<file path="src/rtl/regfile_stream_ctrl.sv">
// Write-stream front end and full-readout sequencer for the latch-based register file.
// Writes go straight to the RF write port while idle. A dump request waits out the RF
// write latency, then streams every word out through a single-entry output register.
module regfile_stream_ctrl #(
  parameter int unsigned ADDR_WIDTH = 4,
  parameter int unsigned DataWidth  = 16
) (
  input  logic                  clk_int,
  input  logic                  rst_ni,
  // write stream
  input  logic                  wr_valid_i,
  output logic                  wr_ready_o,
  input  logic [ADDR_WIDTH-1:0] wr_addr_i,
  input  logic [DataWidth-1:0]  wr_data_i,
  // control / status
  input  logic                  dump_start_i,
  output logic                  busy_o,
  output logic                  err_o,
  // readout stream
  output logic                  rd_valid_o,
  input  logic                  rd_ready_i,
  output logic [ADDR_WIDTH-1:0] rd_addr_o,
  output logic [DataWidth-1:0]  rd_data_o,
  // RF write port
  output logic                  rf_we_o,
  output logic [ADDR_WIDTH-1:0] rf_waddr_o,
  output logic [DataWidth-1:0]  rf_wdata_o,
  // RF read port A
  output logic [ADDR_WIDTH-1:0] rf_raddr_o,
  input  logic [DataWidth-1:0]  rf_rdata_i
);

  localparam logic [ADDR_WIDTH-1:0] LastAddr = {ADDR_WIDTH{1'b1}};

  typedef enum logic [1:0] {
    IDLE   = 2'd0,
    SETTLE = 2'd1,
    DUMP   = 2'd2,
    DRAIN  = 2'd3
  } state_e;

  state_e                state_q, state_d;
  logic [ADDR_WIDTH-1:0] ptr_q, ptr_d;
  logic                  settle_q, settle_d;
  logic                  rd_valid_q, rd_valid_d;
  logic [ADDR_WIDTH-1:0] rd_addr_q, rd_addr_d;
  logic [DataWidth-1:0]  rd_data_q, rd_data_d;
  logic                  err_q, err_d;
  logic                  wr_hs;
  logic                  load;

  // Handshake and load qualifiers shared by next-state logic and RF port outputs.
  always_comb begin
    wr_hs = wr_valid_i & (state_q == IDLE);
    load  = (state_q == DUMP) & (~rd_valid_q | rd_ready_i);
  end

  // Next-state, read pointer, settle counter, output register and sticky error.
  always_comb begin
    state_d    = state_q;
    ptr_d      = ptr_q;
    settle_d   = settle_q;
    rd_valid_d = rd_valid_q;
    rd_addr_d  = rd_addr_q;
    rd_data_d  = rd_data_q;
    err_d      = err_q | (wr_hs & (wr_addr_i == '0));

    case (state_q)
      IDLE: begin
        if (dump_start_i) begin
          state_d  = SETTLE;
          settle_d = 1'b0;
          ptr_d    = '0;
        end
      end
      SETTLE: begin
        // Two cycles let the last accepted write reach the RF latches.
        settle_d = 1'b1;
        if (settle_q) begin
          state_d  = DUMP;
          settle_d = 1'b0;
          ptr_d    = '0;
        end
      end
      DUMP: begin
        if (load) begin
          rd_valid_d = 1'b1;
          rd_addr_d  = ptr_q;
          rd_data_d  = rf_rdata_i;
          if (ptr_q == LastAddr) begin
            state_d = DRAIN;
            ptr_d   = '0;
          end else begin
            ptr_d = ptr_q + ADDR_WIDTH'(1);
          end
        end
      end
      DRAIN: begin
        if (~rd_valid_q | rd_ready_i) begin
          rd_valid_d = 1'b0;
          state_d    = IDLE;
        end
      end
      default: begin
        state_d = IDLE;
      end
    endcase
  end

  // State and datapath registers.
  always_ff @(posedge clk_int or negedge rst_ni) begin
    if (!rst_ni) begin
      state_q    <= IDLE;
      ptr_q      <= '0;
      settle_q   <= 1'b0;
      rd_valid_q <= 1'b0;
      rd_addr_q  <= '0;
      rd_data_q  <= '0;
      err_q      <= 1'b0;
    end else begin
      state_q    <= state_d;
      ptr_q      <= ptr_d;
      settle_q   <= settle_d;
      rd_valid_q <= rd_valid_d;
      rd_addr_q  <= rd_addr_d;
      rd_data_q  <= rd_data_d;
      err_q      <= err_d;
    end
  end

  // Port mapping; the RF write port is a direct pass-through of the accepted write.
  always_comb begin
    wr_ready_o = (state_q == IDLE);
    busy_o     = (state_q != IDLE);
    err_o      = err_q;
    rd_valid_o = rd_valid_q;
    rd_addr_o  = rd_addr_q;
    rd_data_o  = rd_data_q;
    rf_we_o    = wr_hs & (wr_addr_i != '0);
    rf_waddr_o = wr_addr_i;
    rf_wdata_o = wr_data_i;
    rf_raddr_o = (state_q == DUMP) ? ptr_q : '0;
  end

endmodule
</file>
<file path="config.mk">
export PLATFORM = sky130hd
export DESIGN_NAME = regfile_stream_ctrl
export DESIGN_NICKNAME = d
export VERILOG_FILES = /design/src/rtl/regfile_stream_ctrl.sv
export SDC_FILE = /design/constraint.sdc
export NUM_CORES = 1
export LEC_CHECK = 0
export ABC_AREA = 1
export BUFFER_PORTS_ARGS = -buffer_cell sky130_fd_sc_hd__buf_2
export CAP_MARGIN = 20
export CORE_ASPECT_RATIO = 0.9
export CORE_MARGIN = 1.5
export CORE_UTILIZATION = 45
export CTS_CLUSTER_DIAMETER = 100
export DETAILED_ROUTE_END_ITERATION = 12
export PLACE_DENSITY = 0.9
export SYNTH_ARGS = -nofsm -noshare
export SYNTH_HDL_FRONTEND = slang
export SYNTH_SLANG_ARGS = --single-unit
export TNS_END_PERCENT = 5
</file>
<file path="constraint.sdc">
create_clock -name clk_int -period 3 [get_ports clk_int]
set_input_delay 0.6 -clock clk_int [delete_from_list [all_inputs] [get_ports clk_int]]
set_output_delay 0.6 -clock clk_int [all_outputs]
set_load 0.03 [all_outputs]
</file>
# Word level (Yosys, flattened, before mapping)
# Index checks and enable logic that the tools add are counted.
word_totals:
  word_cells: 54
  reg_bits: 29
op_classes:
  eq_ne: 9
  addsub: 1
  mux: 18
  reduce_logical: 12
  bitwise_logic: 7
ops:
  columns: ["operator", "count"]
  rows:
  - ["4-bit two-way mux", 5]
  - ["4-bit case mux with 3 select lines", 1]
  - ["2-bit two-way mux", 5]
  - ["2-bit case mux with 4 select lines", 1]
  - ["2-bit != test, second input constant", 3]
  - ["2-bit nonzero test", 3]
  - ["5-bit AND reduction", 1]
  - ["4-bit by 1-bit adder with 4-bit output, second input constant", 1]
  - ["1-bit AND", 4]
  - ["2-bit equality test, second input constant", 2]
  - ["4-bit equality test, second input constant", 1]
  - ["4-bit zero test", 1]
  - ["1-bit two-way mux", 4]
  - ["2-bit by 1-bit != test with 1-bit output, second input constant", 2]
  - ["1-bit case mux with 2 select lines", 2]
  - ["2-bit AND reduction", 2]
  - ["4-bit AND reduction", 1]
  - ["4-bit nonzero test", 1]
  - ["3-bit AND reduction", 1]
  - ["3-bit nonzero test", 1]
  - ["2-bit by 1-bit equality test with 1-bit output, second input constant", 1]
  - ["2-bit zero test", 1]
  - ["1-bit OR", 2]
  - ["1-bit inverter", 1]

# Depth between registers and ports, before layout
logic_depth:
  depth_word: 5
  ltp_mapped: 9
  ltp_nobuf: 8

# Worst setup path after synthesis
# No wires, ideal clock.
synth_timing:
  path_kind: "register to output"
  start: "reg state_q[0]"
  end: "out rf_we_o"
  required_time_ns: 2.400
  path_buffers: 0
  path_stages_with_launch: 5
  setup_slack_ns: 0.909
  arrival_time_ns: 1.491
  path_cell_list: "dfrtp_1 > inv_1 > ha_1 > nand2_1 > a21oi_1"
synth_between:
  elab_chain_cells: 3
synth_lines:
  columns: ["element", "line", "text"]
  rows:
  - ["from (decl)", "42", "state_e state_q, state_d;"]
  - ["from (signal assigned)", "121", "state_q <= state_d;"]
  - ["2-bit zero test", null, null]
  - ["net wr_ready_o", "12", "output logic wr_ready_o,"]
  - ["1-bit AND", "54", "wr_hs = wr_valid_i & (state_q == IDLE);"]
  - ["1-bit AND", "139", "rf_we_o = wr_hs & (wr_addr_i != '0);"]
  - ["to (decl)", "25", "output logic rf_we_o,"]
# The timed path passes the listed nets, and every way through them passes these cells.

# Final worst setup path
layout_timing:
  start: "reg state_q[0]"
  end: "out rf_raddr_o[0]"
layout_between:
  elab_chain_cells: 2
layout_lines:
  columns: ["element", "line", "text"]
  rows:
  - ["2-bit equality test", "142", "rf_raddr_o = (state_q == DUMP) ? ptr_q : '0;"]
  - ["4-bit two-way mux", "142", null]
  - ["to (decl)", "29", "output logic [ADDR_WIDTH-1:0] rf_raddr_o,"]
# No other way between the ends.

==> impl_results.html <==
<table>
<tr><th>Metric</th><th>Value</th></tr>
<tr><th colspan="2">Run status</th></tr>
<tr><td>Status</td><td>finished, final reports clean</td></tr>
<tr><th colspan="2">Worst setup path</th></tr>
<tr><td>Cells along the critical path</td><td>inv_1 &gt; ha_1 &gt; nand2_1 &gt; inv_1 &gt; buf_2</td></tr>
<tr><td>Reg-to-Reg End</td><td>ptr_q[3]</td></tr>
<tr><td>Reg2Reg Depth</td><td>8</td></tr>
<tr><td>Critical Path Source</td><td>state_q[0]</td></tr>
<tr><td>Startpoint types</td><td>register</td></tr>
<tr><td>Master of the slowest instance on the critical path</td><td>sky130_fd_sc_hd__dfrtp_1</td></tr>
<tr><td>Most numerous cell on the critical path</td><td>sky130_fd_sc_hd__inv_1</td></tr>
<tr><td>Data arrival time at the worst-slack endpoint</td><td>1490 ps</td></tr>
<tr><td>Slowest Stage Delay on Critical Path</td><td>420 ps</td></tr>
<tr><td>Data required, critical path</td><td>2400 ps</td></tr>
<tr><td>Maximum fanout encountered on the critical timing path</td><td>9</td></tr>
<tr><td>Type of the setup path with the least slack</td><td>reg -&gt; out</td></tr>
<tr><td>Critical path endpoint category</td><td>primary output</td></tr>
<tr><td>Startpoint of the most critical register-to-register path</td><td>state_q[0]</td></tr>
<tr><td>Register-to-register path setup slack</td><td>1250 ps</td></tr>
<tr><td>Capture point of the worst path</td><td>rf_raddr_o[0]</td></tr>
<tr><th colspan="2">Synth</th></tr>
<tr><td>Ys Warns</td><td>0</td></tr>
<tr><td>Synthesized area per cell</td><td>8.28 um2</td></tr>
<tr><td>Yosys cell types</td><td>19</td></tr>
<tr><td>Post-Syn Nets</td><td>237</td></tr>
<tr><td>Library cell occupying the most area in the post-synthesis netlist</td><td>sky130_fd_sc_hd__dfrtp_1</td></tr>
<tr><td>Cell types with the largest area share after synthesis</td><td>sky130_fd_sc_hd__dfrtp_1 (46%), sky130_fd_sc_hd__nand2_1 (15%), sky130_fd_sc_hd__buf_4 (10%)</td></tr>
<tr><td>Yosys reg bits</td><td>29</td></tr>
<tr><td>Post-synthesis instance total</td><td>190</td></tr>
<tr><td>Netlist Area Pre-Place</td><td>0.00157 mm2</td></tr>
<tr><td>Yosys top cell area share</td><td>46.1%</td></tr>
<tr><td>Sequential share of the synthesized area</td><td>46.1%</td></tr>
<tr><th colspan="2">Clock tree</th></tr>
<tr><td>TritonCTS clock tree</td><td>yes</td></tr>
<tr><td>Post-CTS resize count</td><td>0</td></tr>
<tr><td>Post-CTS setup buffer count</td><td>0</td></tr>
<tr><td>Number of hold-repair buffers added at the cts stage</td><td>0</td></tr>
<tr><td>Latest clock arrival within the worst-skew pair</td><td>270 ps</td></tr>
<tr><td>Buffer type at the clock tree root</td><td>sky130_fd_sc_hd__clkbuf_8</td></tr>
<tr><td>Number of sinks handled by clock tree synthesis</td><td>29</td></tr>
<tr><td>Clock-pin slew on the worst setup and hold paths</td><td>60 ps</td></tr>
<tr><td>CTS H-tree depth</td><td>2</td></tr>
<tr><td>TritonCTS buffer count</td><td>5</td></tr>
<tr><td>Clk buf depth</td><td>2</td></tr>
<tr><th colspan="2">Cells and area</th></tr>
<tr><td>Most used cells in the layout excluding fill and tap cells</td><td>sky130_fd_sc_hd__nand2_1 (64), sky130_fd_sc_hd__buf_2 (57), sky130_fd_sc_hd__dfrtp_1 (29), sky130_fd_sc_hd__nand3_1 (26), sky130_fd_sc_hd__inv_1 (16)</td></tr>
<tr><td>Antenna Cells</td><td>0</td></tr>
<tr><td>Fraction of layout cells with a size suffix above 1</td><td>31.4%</td></tr>
<tr><td>Final #Nets</td><td>276</td></tr>
<tr><td>Post-route insts no fill</td><td>273</td></tr>
<tr><td>Most common library cell in the layout ignoring fill and taps</td><td>sky130_fd_sc_hd__nand2_1</td></tr>
<tr><td>Relative area change from synthesis to final layout</td><td>15.2%</td></tr>
<tr><td>Final core occ</td><td>54.0%</td></tr>
<tr><th colspan="2">Pwr</th></tr>
<tr><td>Leakage power total</td><td>0.00108 uW</td></tr>
<tr><td>Max IR drop VDD</td><td>0.404 mV</td></tr>
<tr><td>Total power per unit cell area</td><td>1120 mW/mm2</td></tr>
<tr><th colspan="2">Die</th></tr>
<tr><td># rows</td><td>20</td></tr>
<tr><td>I/O pin count</td><td>90</td></tr>
<tr><td>Starting Density</td><td>46.9%</td></tr>
<tr><td>Die ar.</td><td>0.00386 mm2</td></tr>
<tr><td>Core region area</td><td>0.00335 mm2</td></tr>
<tr><td>Die Height</td><td>59.1 um</td></tr>
<tr><td>Die Wd</td><td>65.3 um</td></tr>
<tr><th colspan="2">Drt</th></tr>
<tr><td>Wirelength per Cell</td><td>11.2 um</td></tr>
<tr><td>Vias</td><td>1,298</td></tr>
<tr><td>DRC violations left</td><td>0</td></tr>
<tr><td>Routed wire length</td><td>3050 um</td></tr>
<tr><td>Number of violations reported at the end of detailed-routing iteration 0</td><td>60</td></tr>
<tr><td>Vias per cell</td><td>4.75</td></tr>
<tr><td>Final ANT Viol Nets</td><td>0</td></tr>
<tr><td>Detailed-routing iteration count for the pre-antenna-repair pass</td><td>6</td></tr>
<tr><th colspan="2">Global routing</th></tr>
<tr><td>Maximum number of pins on one net before global-route repair</td><td>30</td></tr>
<tr><td>Via count of the first global-routing pass</td><td>1,110</td></tr>
<tr><td>First-pass GRT wire length</td><td>4730 um</td></tr>
<tr><td>Number of antenna violations at the first check in global routing</td><td>0</td></tr>
<tr><td>Congestion Overflow GR</td><td>0</td></tr>
<tr><td>Aggregate global-route resource usage</td><td>16.5%</td></tr>
<tr><th colspan="2">Placement</th></tr>
<tr><td>Total half-perimeter wirelength after legalization and detailed placement</td><td>2200 um</td></tr>
<tr><td>Dpl cells</td><td>266</td></tr>
<tr><td>Final GP Congestion</td><td>0.839</td></tr>
<tr><td>Total of buffers placed on input and output ports</td><td>57</td></tr>
<tr><td>Pre-CTS setup slack</td><td>1200 ps</td></tr>
<tr><th colspan="2">Hold path</th></tr>
<tr><td>Hold/Removal Path Class</td><td>in -&gt; async</td></tr>
<tr><th colspan="2">STA</th></tr>
<tr><td>Hold slack</td><td>339 ps</td></tr>
<tr><td>Max_slew headroom</td><td>59.1%</td></tr>
<tr><td>Total count of max-transition violations in the final report</td><td>0</td></tr>
<tr><td>Final-report setup violation count</td><td>0</td></tr>
<tr><td>Final hold violation count</td><td>0</td></tr>
<tr><td>Max Freq</td><td>478 MHz</td></tr>
<tr><td>Transition time of the tightest slew-check pin</td><td>614 ps</td></tr>
<tr><td>Final setup TNS</td><td>0 ps</td></tr>
<tr><td>Final Cycle Share</td><td>69.8%</td></tr>
<tr><td>Clock skew after layout</td><td>2.55 ps</td></tr>
<tr><td>Post-layout worst setup margin</td><td>906 ps</td></tr>
<tr><td>Unrepaired setup endpoints after global routing</td><td>false</td></tr>
<tr><td>Final critical-path required period</td><td>2090 ps</td></tr>
<tr><th colspan="2">Run</th></tr>
<tr><td>Max-cap check violation count</td><td>0</td></tr>
</table>
[worst min-delay path by stage]
stage / end / slack [ps] / startpoint
CTS: rd_data_o[12] / 350 / rst_ni
global placement: rd_data_o[6] / 450 / rd_data_o[6]
floorplan: err_o / 300 / rst_ni
detailed placement: rd_data_o[4] / 450 / rd_data_o[4]
global route: rd_data_o[12] / 380 / rst_ni
finish: rd_data_o[9] / 340 / rst_ni
[worst max-delay path, delay by kind of cell, from the launching register on]
kind | cells | cell delay (ps)
buffers and inverters | 3 | 360
and+or+nand+nor | 1 | 90
adders and majority gates | 1 | 350
DFF | 1 | 420
[cell usage after synthesis]
library cell,instances
sky130_fd_sc_hd__o21a_1,1
sky130_fd_sc_hd__buf_4,21
sky130_fd_sc_hd__nor2_4,2
sky130_fd_sc_hd__nand3_1,26
sky130_fd_sc_hd__buf_6,2
sky130_fd_sc_hd__o21bai_1,1
sky130_fd_sc_hd__inv_2,1
sky130_fd_sc_hd__inv_1,16
sky130_fd_sc_hd__ha_1,6
sky130_fd_sc_hd__a21oi_1,2
sky130_fd_sc_hd__o21ai_0,5
sky130_fd_sc_hd__buf_2,3
sky130_fd_sc_hd__dfrtp_1,29
sky130_fd_sc_hd__nand4_1,1
sky130_fd_sc_hd__nand2_1,64
sky130_fd_sc_hd__nand2_4,2
sky130_fd_sc_hd__nor2_1,4
sky130_fd_sc_hd__nand2_2,3
sky130_fd_sc_hd__nor3b_1,1
[per-layer routing]
metal	vias to the layer above	track usage, %	routed length, um
met1	605	17.1	1270
li1	651	-	-
met4	0	9.23	54
met2	36	28.6	1530
met3	6	6.65	183
met5	-	0	0
[kinds of logic (layout without fill, tap and decap cells)]
kind of cell               count (synthesis)  count (layout)  share of synthesized area [%]
and+or+nand+nor                          103             103                           29.4
buffers and inverters                     43              82                           16.5
AOI/OAI and AO/OA                          9               9                           3.18
adders and majority gates                  6               6                           4.77
DFF                                       29              29                           46.1
[registers in the layout, indices dropped and copies added, names as in the netlist]
| register | cells |
|---|---|
| rd_data_o | 16 |
| ptr_q | 4 |
| rd_addr_o | 4 |
| state_q | 2 |
| err_o | 1 |
| rd_valid_o | 1 |
| settle_q | 1 |
[per-stage QoR]
| stage | power (uW) | instance area, um2 |
|---|---|---|
| floorplan | 1520 | 1570 |
| global placement | 1700 | 1730 |
| detailed placement | 1740 | 1730 |
| CTS | 2060 | 1810 |
| global route | 2190 | 1810 |
| finish | 2040 | 1810 |
[layout make-up]
class | count | area [um2]
fillers | 310 | 1540
flip-flops and latches | 29 | 726
multi-input cells | 118 | 588
repair buffers | 58 | 293
clock buffers | 7 | 86.3
inverters | 17 | 63.8
well taps | 44 | 55.1
[where the power goes]
part / leakage [uW] / internal (uW) / switching [uW]
Clock: 0.0000443 / 181 / 129
Sequential: 0.000369 / 553 / 105
Combinational: 0.000664 / 314 / 754
Note: power is estimated with default switching activity, not from simulation.
